===== src/rtl/i2s_dac_serializer_if.sv =====
// Bundle between the synthesizer and the I2S DAC serializer.
// Carries the sample pair and its handshake in one direction, and the codec pins and status flags in the other.
// Modports: master = synthesizer/driver side, slave = serializer side.
interface i2s_dac_serializer_if #(
  parameter int AUD_BIT_DEPTH = 24
);
  logic [AUD_BIT_DEPTH-1:0] lsound_in;
  logic [AUD_BIT_DEPTH-1:0] rsound_in;
  logic                     data_ready;
  logic                     mute;
  logic                     AUD_BCLK;
  logic                     AUD_DACLRCK;
  logic                     AUD_DACDAT;
  logic                     sample_latched;
  logic                     underrun;

  modport master (
    output lsound_in, rsound_in, data_ready, mute,
    input  AUD_BCLK, AUD_DACLRCK, AUD_DACDAT, sample_latched, underrun
  );

  modport slave (
    input  lsound_in, rsound_in, data_ready, mute,
    output AUD_BCLK, AUD_DACLRCK, AUD_DACDAT, sample_latched, underrun
  );
endinterface


===== src/rtl/i2s_dac_serializer.sv =====
// I2S DAC serializer: generates BCLK/LRCK from AUDIO_CLK, captures one stereo pair per frame and shifts it out MSB first.
// Latency: capture at the frame edge, MSB on AUD_DACDAT one BCLK period (MCLK_PER_BCLK cycles) later.
// No backpressure: the frame runs freely; a missing data_ready at a frame edge sets the sticky underrun flag.
// Ports: AUDIO_CLK (clock), reset_n (sync, active-low), bus (slave modport: samples, data_ready, mute in;
//        AUD_BCLK, AUD_DACLRCK, AUD_DACDAT, sample_latched, underrun out).
module i2s_dac_serializer #(
  parameter int AUD_BIT_DEPTH = 24,
  parameter int MCLK_PER_BCLK = 4,
  parameter int SLOT_BITS     = 32
) (
  input  logic                  AUDIO_CLK,
  input  logic                  reset_n,
  i2s_dac_serializer_if.slave   bus
);

  localparam int DIV_W = (MCLK_PER_BCLK > 2) ? $clog2(MCLK_PER_BCLK) : 1;
  localparam int BIT_W = $clog2(2 * SLOT_BITS);

  localparam logic [DIV_W-1:0] DIV_LAST  = DIV_W'(MCLK_PER_BCLK - 1);
  localparam logic [DIV_W-1:0] DIV_HALF  = DIV_W'(MCLK_PER_BCLK / 2);
  localparam logic [BIT_W-1:0] BIT_LAST  = BIT_W'(2 * SLOT_BITS - 1);
  localparam logic [BIT_W-1:0] SLOT_N    = BIT_W'(SLOT_BITS);
  localparam logic [BIT_W-1:0] DEPTH_N   = BIT_W'(AUD_BIT_DEPTH);

  logic [DIV_W-1:0]         div_cnt_q, div_cnt_d;
  logic [BIT_W-1:0]         bit_cnt_q, bit_cnt_d;
  logic                     bclk_q, bclk_d;
  logic                     lrck_q, lrck_d;
  logic                     dat_q, dat_d;
  logic [AUD_BIT_DEPTH-1:0] shadow_l_q, shadow_l_d;
  logic [AUD_BIT_DEPTH-1:0] shadow_r_q, shadow_r_d;
  logic                     pending_q, pending_d;
  logic                     seen_edge_q, seen_edge_d;
  logic                     latched_q, latched_d;
  logic                     underrun_q, underrun_d;

  logic                     div_wrap;
  logic                     frame_edge;
  logic [BIT_W-1:0]         slot_k;
  logic [AUD_BIT_DEPTH-1:0] tx_word;

  always_comb begin
    div_wrap   = (div_cnt_q == DIV_LAST);
    frame_edge = div_wrap && (bit_cnt_q == BIT_LAST);

    div_cnt_d = div_wrap ? '0 : div_cnt_q + DIV_W'(1);

    bit_cnt_d = bit_cnt_q;
    if (div_wrap) begin
      bit_cnt_d = frame_edge ? '0 : bit_cnt_q + BIT_W'(1);
    end

    // Clock outputs are registered images of the next counter values, so
    // LRCK and data only ever move together with a BCLK falling edge.
    bclk_d = (div_cnt_d >= DIV_HALF);
    lrck_d = (bit_cnt_d >= SLOT_N);

    // Shadows only load at the frame edge; k = 0 at that point, so the line
    // is 0 while the new pair settles and the MSB follows one BCLK later.
    shadow_l_d = shadow_l_q;
    shadow_r_d = shadow_r_q;
    if (frame_edge) begin
      shadow_l_d = bus.mute ? '0 : bus.lsound_in;
      shadow_r_d = bus.mute ? '0 : bus.rsound_in;
    end

    slot_k  = lrck_d ? (bit_cnt_d - SLOT_N) : bit_cnt_d;
    tx_word = '0;
    dat_d   = 1'b0;
    if ((slot_k != '0) && (slot_k <= DEPTH_N)) begin
      // Shift the selected word so bit [DEPTH-k] lands in the MSB position.
      tx_word = (lrck_d ? shadow_r_q : shadow_l_q) << (slot_k - BIT_W'(1));
      dat_d   = tx_word[AUD_BIT_DEPTH-1];
    end

    // A data_ready in the edge cycle itself satisfies that edge only.
    pending_d   = frame_edge ? 1'b0 : (pending_q | bus.data_ready);
    seen_edge_d = seen_edge_q | frame_edge;
    underrun_d  = underrun_q |
                  (frame_edge & seen_edge_q & ~pending_q & ~bus.data_ready);
    latched_d   = frame_edge;
  end

  always_ff @(posedge AUDIO_CLK) begin
    if (!reset_n) begin
      div_cnt_q   <= '0;
      bit_cnt_q   <= '0;
      bclk_q      <= 1'b0;
      lrck_q      <= 1'b0;
      dat_q       <= 1'b0;
      shadow_l_q  <= '0;
      shadow_r_q  <= '0;
      pending_q   <= 1'b0;
      seen_edge_q <= 1'b0;
      latched_q   <= 1'b0;
      underrun_q  <= 1'b0;
    end else begin
      div_cnt_q   <= div_cnt_d;
      bit_cnt_q   <= bit_cnt_d;
      bclk_q      <= bclk_d;
      lrck_q      <= lrck_d;
      dat_q       <= dat_d;
      shadow_l_q  <= shadow_l_d;
      shadow_r_q  <= shadow_r_d;
      pending_q   <= pending_d;
      seen_edge_q <= seen_edge_d;
      latched_q   <= latched_d;
      underrun_q  <= underrun_d;
    end
  end

  assign bus.AUD_BCLK       = bclk_q;
  assign bus.AUD_DACLRCK    = lrck_q;
  assign bus.AUD_DACDAT     = dat_q;
  assign bus.sample_latched = latched_q;
  assign bus.underrun       = underrun_q;

endmodule


===== src/flat_wrapper.sv =====
// flat-port wrapper written by rule: the top's interface ports become plain ports
module i2s_dac_serializer_flat 
#(
  parameter int AUD_BIT_DEPTH = 24,
  parameter int MCLK_PER_BCLK = 4,
  parameter int SLOT_BITS     = 32
)
  (AUDIO_CLK, reset_n, bus_lsound_in, bus_rsound_in, bus_data_ready, bus_mute, bus_AUD_BCLK, bus_AUD_DACLRCK, bus_AUD_DACDAT, bus_sample_latched, bus_underrun);
  i2s_dac_serializer_if #(.AUD_BIT_DEPTH(AUD_BIT_DEPTH)) bus_i ();
  input  logic AUDIO_CLK;
  input  logic reset_n;
  input wire logic [$bits(bus_i.lsound_in)-1:0] bus_lsound_in;
  input wire logic [$bits(bus_i.rsound_in)-1:0] bus_rsound_in;
  input wire logic [$bits(bus_i.data_ready)-1:0] bus_data_ready;
  input wire logic [$bits(bus_i.mute)-1:0] bus_mute;
  output wire logic [$bits(bus_i.AUD_BCLK)-1:0] bus_AUD_BCLK;
  output wire logic [$bits(bus_i.AUD_DACLRCK)-1:0] bus_AUD_DACLRCK;
  output wire logic [$bits(bus_i.AUD_DACDAT)-1:0] bus_AUD_DACDAT;
  output wire logic [$bits(bus_i.sample_latched)-1:0] bus_sample_latched;
  output wire logic [$bits(bus_i.underrun)-1:0] bus_underrun;
  assign bus_i.lsound_in = bus_lsound_in;
  assign bus_i.rsound_in = bus_rsound_in;
  assign bus_i.data_ready = bus_data_ready;
  assign bus_i.mute = bus_mute;
  assign bus_AUD_BCLK = bus_i.AUD_BCLK;
  assign bus_AUD_DACLRCK = bus_i.AUD_DACLRCK;
  assign bus_AUD_DACDAT = bus_i.AUD_DACDAT;
  assign bus_sample_latched = bus_i.sample_latched;
  assign bus_underrun = bus_i.underrun;
  i2s_dac_serializer #(.AUD_BIT_DEPTH(AUD_BIT_DEPTH), .MCLK_PER_BCLK(MCLK_PER_BCLK), .SLOT_BITS(SLOT_BITS)) u_core (.AUDIO_CLK(AUDIO_CLK), .reset_n(reset_n), .bus(bus_i));
endmodule

===== config.mk =====
export PLATFORM = sky130hd
export DESIGN_NAME = i2s_dac_serializer_flat
export DESIGN_NICKNAME = d
export VERILOG_FILES = /design/src/rtl/i2s_dac_serializer_if.sv /design/src/rtl/i2s_dac_serializer.sv /design/src/flat_wrapper.sv
export SDC_FILE = /design/constraint.sdc
export NUM_CORES = 1
export LEC_CHECK = 0
export BUFFER_PORTS_ARGS = -buffer_cell sky130_fd_sc_hd__buf_2
export CAP_MARGIN = 20
export CORE_UTILIZATION = 58
export DETAILED_ROUTE_END_ITERATION = 8
export PLACE_DENSITY_LB_ADDON = 0.1
export SYNTH_ARGS = -nofsm -noshare
export SYNTH_HDL_FRONTEND = slang
export SYNTH_SLANG_ARGS = --single-unit

===== constraint.sdc =====
create_clock -name AUDIO_CLK -period 7.4 [get_ports AUDIO_CLK]
set_input_delay 2.22 -clock AUDIO_CLK [delete_from_list [all_inputs] [get_ports AUDIO_CLK]]
set_output_delay 2.22 -clock AUDIO_CLK [all_outputs]
set_load 0.05 [all_outputs]

==> metrics.cfg, run 1 <==
[routing]
first_iter_violations = 100
dr.pass1.iters = 4
wl_microns = 5818
drc = 0
vias_per_cell = 6.108
wire_per_inst_microns = 16.07
antenna_left = 0
via_count = 2211

[floorplan]
boundaryPins = 57
dieArea_sq_um = 4868
coreArea_sq_um = 4384
die_w_microns = 69.77
initial_core_util_pct = 60.76
die_h_microns = 69.77
rows = 24

[clock_tree]
cts_tree = done
clkSlewWorstSetupHoldPaths_ps = 70
cts_sinks = 62
cts_buffer_depth = 2
htreeDepth = 3
numCtsBuffers = 9
hold_buffers = 0
insertion_delay_ps = 330
cts.repair.resized = 0
cts_root_buf = clkbuf_8
cts_setup_buffers = 0

[finish]
drive_gt1_share_pct = 26.77
mostFrequentLayoutCells = 62 x dfxtp_1, 56 x buf_2, 47 x a22o_1
nets = 361
num_antenna_cells = 0
area_growth_pct = 19.21
final_common_cell = dfxtp_1
final_core_util_pct = 72.43

[yosys]
synth_edf_count = 0
synth.top_cells.by_area = dfxtp_1 47%, a22o_1 15%, mux2i_1 3.4%, and3_1 3.1%, a211oi_1 2.5%
ys_types = 49
yosys_most_used_dff = dfxtp_1
synth_top_area_cell = dfxtp_1
syn_inst = 255
async_flop_share_pct = 0
syn_nets = 311
ys_seq_area_share_pct = 46.59
ys_ff_latch = 62
postSynthAreaPerCell_sq_um = 10.45
synth_area_sq_um = 2664
yosys.area.top_type_share_pct = 46.59
yosysWarningCount = 0

[grt]
grt_pass1_wl_microns = 9735
grt.overflow.total = 0
grt_max_degree = 49
antenna_found_initial = 0
grt_pass1_vias = 2017
grt_usage_pct = 25.20

[timing]
rsz0062_at_grt = no
finalHoldViolCount = 0
fin_tns_setup_ps = 0
setup_violations = 0
fin_crit_sh_pct = 52.69
slew_headroom_pct = 54.33
tightest_slew_ps = 685.0
fmax_ghz = 0.2565
holdWs_ps = 425.5
finalWorstSetupSlack_ps = 3501
period_minus_slack_ps = 3899
skew_ps = 8.072
slew_violations = 0

[setup_path]
required_ps = 7590
path_class = flop to flop
cp-start-kind = flop
r2r_slack_ps = 3500
critPathMaxFanout = 20
crit_path_end_kind = flop
critPathArrivalTime_ps = 4090

[place]
dp.final_hpwl_microns = 3964
place_congestion = 0.9788
pre_cts_ws_ps = 3587
port-buffer-count = 56

[pwr]
combPwrFrac_pct = 8.6
internal-power_w = 0.0005801
worst_ir_drop_vdd_uv = 164.4
switching_share_pct = 21.87
leakage_nw = 1.344
seq_power_share_pct = 45.5
switching_power_w = 0.0001624
p_per_area_nw_per_um2 = 233.8
p_clk_share_pct = 45.9
total_power_w = 0.0007425

[outcome]
status = complete, no violations

[flow_run]
cap_violations = 0

[worst_hold_path]
hold_class = flop to flop

## state kept, by name (all words and copies together) (netlist names)
signal                     flops
u_core.bit_cnt_q               6
u_core.bus.AUD_BCLK            1
u_core.bus.AUD_DACDAT          1
u_core.bus.AUD_DACLRCK         1
u_core.bus.sample_latched      1
u_core.bus.underrun            1
u_core.div_cnt_q               1
u_core.pending_q               1
u_core.seen_edge_q             1
u_core.shadow_l_q             24
u_core.shadow_r_q             24
## cells in the mapped netlist, drive strengths merged, types with 2 or more instances
library cell  instances
xor2                  3
nand2                13
nor2b                 5
a22o                 47
o31ai                 2
o22ai                 2
o21ai                 5
nor2                  4
a21boi                2
o41ai                 2
a21o                  2
mux2                  2
ha                    4
a211oi               10
a311oi                4
a21oi                 4
buf                   7
inv                   3
nand4                 3
dfxtp                62
and2                  6
and3                 13
nand3                 5
mux2i                 9
xnor2                 3
a31o                  2
clkbuf               12
a2111oi               6
## final timing paths
check | from | endpoint | cells after the start
setup reg to reg | u_core.bus.AUD_BCLK | u_core.bus.AUD_DACDAT | 10
hold / removal | u_core.div_cnt_q[0] | u_core.div_cnt_q[0] | 1
hold reg to reg | u_core.div_cnt_q[0] | u_core.div_cnt_q[0] | 1
setup / recovery | u_core.bus.AUD_BCLK | u_core.bus.AUD_DACDAT | 10
## worst max-delay path: stages (launching register included)
cell	delay (ps)
dfxtp_1	310
ha_1	320
and4_1	300
a21oi_2	330
clkinv_1	500
ha_1	440
xor3_1	550
a2111oi_0	460
nor4_1	100
nor4b_1	380
a211oi_2	50
## power by group through the flow
stage | registers, W | clock network [W] | logic (W)
floorplan | 0.000347 | 0 | 0.0000385
global placement | 0.000345 | 0 | 0.0000628
detailed placement | 0.000345 | 0 | 0.0000641
CTS | 0.000337 | 0.000344 | 0.0000645
global route | 0.000337 | 0.000361 | 0.0000710
finish | 0.000337 | 0.000341 | 0.0000642
## metal layers
metal  vias to the layer above  global-route usage, %  routed length [microns]
met5                         -                      0                        0
met4                         0                  12.00                      103
met3                         8                  4.506                      201
met2                        64                  38.57                     2674
met1                      1048                  34.42                     2838
li1                       1091                      -                        -
## per-stage QoR
stage | cell area, sq um | std cells
after floorplan | 2664 | 255
after global placement | 2942 | 346
after detailed placement | 2942 | 346
after CTS | 3176 | 362
after global routing | 3176 | 362
final | 3176 | 362
## cells by family after synthesis
| group | count (synthesis) | share of synthesized area (%) |
|---|---|---|
| AOI/OAI and AO/OA | 94 | 29.07 |
| xor gates and xnor gates | 7 | 2.865 |
| adders and majority gates | 4 | 1.879 |
| buffers and inverters | 23 | 3.757 |
| DFF | 62 | 46.59 |
| muxes | 11 | 4.227 |
| and+or+nand+nor | 54 | 11.60 |
## cell type report
type,count,area (sq um)
Clock buffer,13,168.9
Tap cell,52,65.06
Multi-Input combinational cell,170,1325
Clock inverter,3,65.06
Inverter,4,15.01
Fill cell,334,1209
Timing Repair Buffer,58,295.3
Sequential cell,62,1241
Note: power is estimated with default switching activity, not from simulation.
==> inputs of run 2 (changes only) <==
CORE_UTILIZATION = 54   (was 58)
clock period = 3.65 ns   (was 7.4 ns; I/O delays follow)
==> run 2 against run 1 <==
Compared with the run above: core utilization shrank 4.8 points; routed wire length shrank 2.3%; clock power grew 92%; sequential cell count is the same; maximum frequency grew 14%; total power grew 99%; clock-buffer cell count shrank 1; sequential share of layout area shrank 0.24 points; via count shrank 1.2%; critical path type unchanged; critical endpoint unchanged; largest power group is now registers.
==> metrics.cfg, run 2 (synthesis results as in run 1) <==
[outcome]
status = complete, no violations

[floorplan]
dieArea_sq_um = 5218
initial_core_util_pct = 56.40
rows = 25
boundaryPins = 57
die_h_microns = 72.24
die_w_microns = 72.24
coreArea_sq_um = 4723

[setup_path]
required_ps = 3850
reg2reg_to = u_core.bus.AUD_DACDAT
worst_r2r_path_depth = 10
r2r_slack_ps = 230
cpMostUsedCell = ha_1
r2r-start = u_core.bus.AUD_BCLK
slowest_delay_ps = 560
cp-start-kind = flop
path_class = flop to flop
worstPathCellList = ha_1, and4_1, a21oi_2, clkinv_1, ha_1, xor3_1, a2111oi_0, nor4_1, nor4b_1, a211oi_2
critPathMaxFanout = 9
path_delay_family = compound AO/OA/AOI/OAI gates
crit_path_end_kind = flop
slowest_stage = xor3_1
cp.buffers_inverters = 1
critPathArrivalTime_ps = 3620

[timing]
fmax_ghz = 0.2924
fin_crit_sh_pct = 93.68
setup_violations = 0
period_minus_slack_ps = 3419
slew_headroom_pct = 56.34
finalHoldViolCount = 0
tightest_slew_ps = 654.8
rsz0062_at_grt = no
slew_violations = 0
skew_ps = 4.589
fin_tns_setup_ps = 0

[grt]
met2_usage_pct = 34.68
grt_pass1_vias = 2015
grt.met1_usage_pct = 32.46
top_usage_layer = met2
grt_max_degree = 49
grt.overflow.total = 0
antenna_found_initial = 0
grt_pass1_wl_microns = 9453
met3_usage_pct = 7.778
grt_usage_pct = 23.60

[finish]
fillerInstances = 387
nets = 363
final_common_cell = dfxtp_1
area_growth_pct = 19.96
drive_gt1_share_pct = 26.92
mostFrequentLayoutCells = 62 x dfxtp_1, 56 x buf_2, 47 x a22o_1
num_antenna_cells = 0
largestRegisters = u_core.shadow_l_q x24, u_core.shadow_r_q x24, u_core.bit_cnt_q x6
final_core_util_pct = 67.66

[clock_tree]
cts_tree = done
cts_sinks = 62
insertion_delay_ps = 340
clkSlewWorstSetupHoldPaths_ps = 70
numCtsBuffers = 9
cts_root_buf = clkbuf_8
cts_buffer_depth = 2
hold_buffers = 0
cts.repair.resized = 0
cts_setup_buffers = 0
htreeDepth = 3

[routing]
first_iter_violations = 139
dr.pass1.iters = 4
vias_per_cell = 5.763
wire_per_inst_microns = 15.00
antenna_left = 0
wl_microns = 5686
via_count = 2184
drc = 0

[worst_hold_path]
hold_class = flop to flop
worstHoldEndpoint = u_core.div_cnt_q[0]
min_from = u_core.div_cnt_q[0]
holdPathStages = 1

[flow_run]
cap_violations = 0

[place]
dp.final_hpwl_microns = 3895
place_congestion = 0.8557
port-buffer-count = 56

[pwr]
leakage_nw = 1.344
p_per_area_nw_per_um2 = 461.4
total_power_w = 0.001475
worst_ir_drop_vdd_uv = 319.8

==> run 2: changes by cell type in the layout (fill, tap and decap cells not counted) <==
| cell | change |
|---|---|
| clkbuf_8 | -2 |
| clkbuf_1 | +1 |
| clkinv_2 | +1 |
| buf_4 | +2 |
| nor2b_2 | -1 |
| nor2b_4 | +1 |
==> run 2: through the flow <==
stage / area (sq um) / worst slack [ps] / instances / hold slack (ps)
5_1_grt: 3196 / 5.369 / 379 / 455.2
3_3_place_gp: 2980 / 440.2 / 363 / 408.0
6_report: 3196 / 230.6 / 379 / 427.4
2_1_floorplan: 2664 / 46.34 / 255 / 400.7
3_5_place_dp: 2980 / 283.7 / 363 / 422.3
4_1_cts: 3196 / 282.0 / 379 / 431.5
==> run 2: power by group <==
group          leakage, nW  switching [W]  internal (W)
sequential           0.500     0.00000305      0.000681
combinational        0.733      0.0000775     0.0000580
clock                0.110       0.000254      0.000401
total                 1.34       0.000334       0.00114
==> run 2: layer usage <==
layer	wire length, microns	up-vias
met4	72	0
li1	-	1107
met1	2948	1008
met5	0	-
met3	283	7
met2	2382	62
==> run 2: worst register-to-register path: cells and delay by family, from the launching register on <==
kind / cells / cell delay (ps)
adder cells (fa/ha/maj): 2 / 590
AND/OR/NAND/NOR: 3 / 780
XOR/XNOR: 1 / 560
flip-flops: 1 / 310
buffers and inverters: 1 / 150
AO/OA/AOI/OAI: 3 / 890
==> run 2: how the worst max path moves through the flow <==
| stage | startpoint | endpoint | slack [ps] | cells after the start |
|---|---|---|---|---|
| 4_1_cts | u_core.bus.AUD_BCLK | u_core.bus.AUD_DACDAT | 280 | 10 |
| 3_3_place_gp | u_core.bus.AUD_BCLK | u_core.bus.AUD_DACDAT | 440 | 10 |
| 6_report | u_core.bus.AUD_BCLK | u_core.bus.AUD_DACDAT | 230 | 10 |
| 5_1_grt | u_core.bus.AUD_BCLK | u_core.bus.AUD_DACDAT | 5 | 10 |
| 3_5_place_dp | u_core.bus.AUD_BCLK | u_core.bus.AUD_DACDAT | 280 | 10 |
| 2_1_floorplan | u_core.bus.AUD_BCLK | u_core.bus.AUD_DACDAT | 50 | 12 |
==> run 2: cell type report <==
cell class              instances  area [sq um]  share of cell area, %
repair buffers                 60         310.3                  9.710
multi-input cells             170          1330                  41.62
clock buffers                  12         145.1                  4.542
inverters                       4         15.01                 0.4699
well taps                      67         83.83                  2.623
clock inverters                 4         70.07                  2.193
flip-flops and latches         62          1241                  38.84
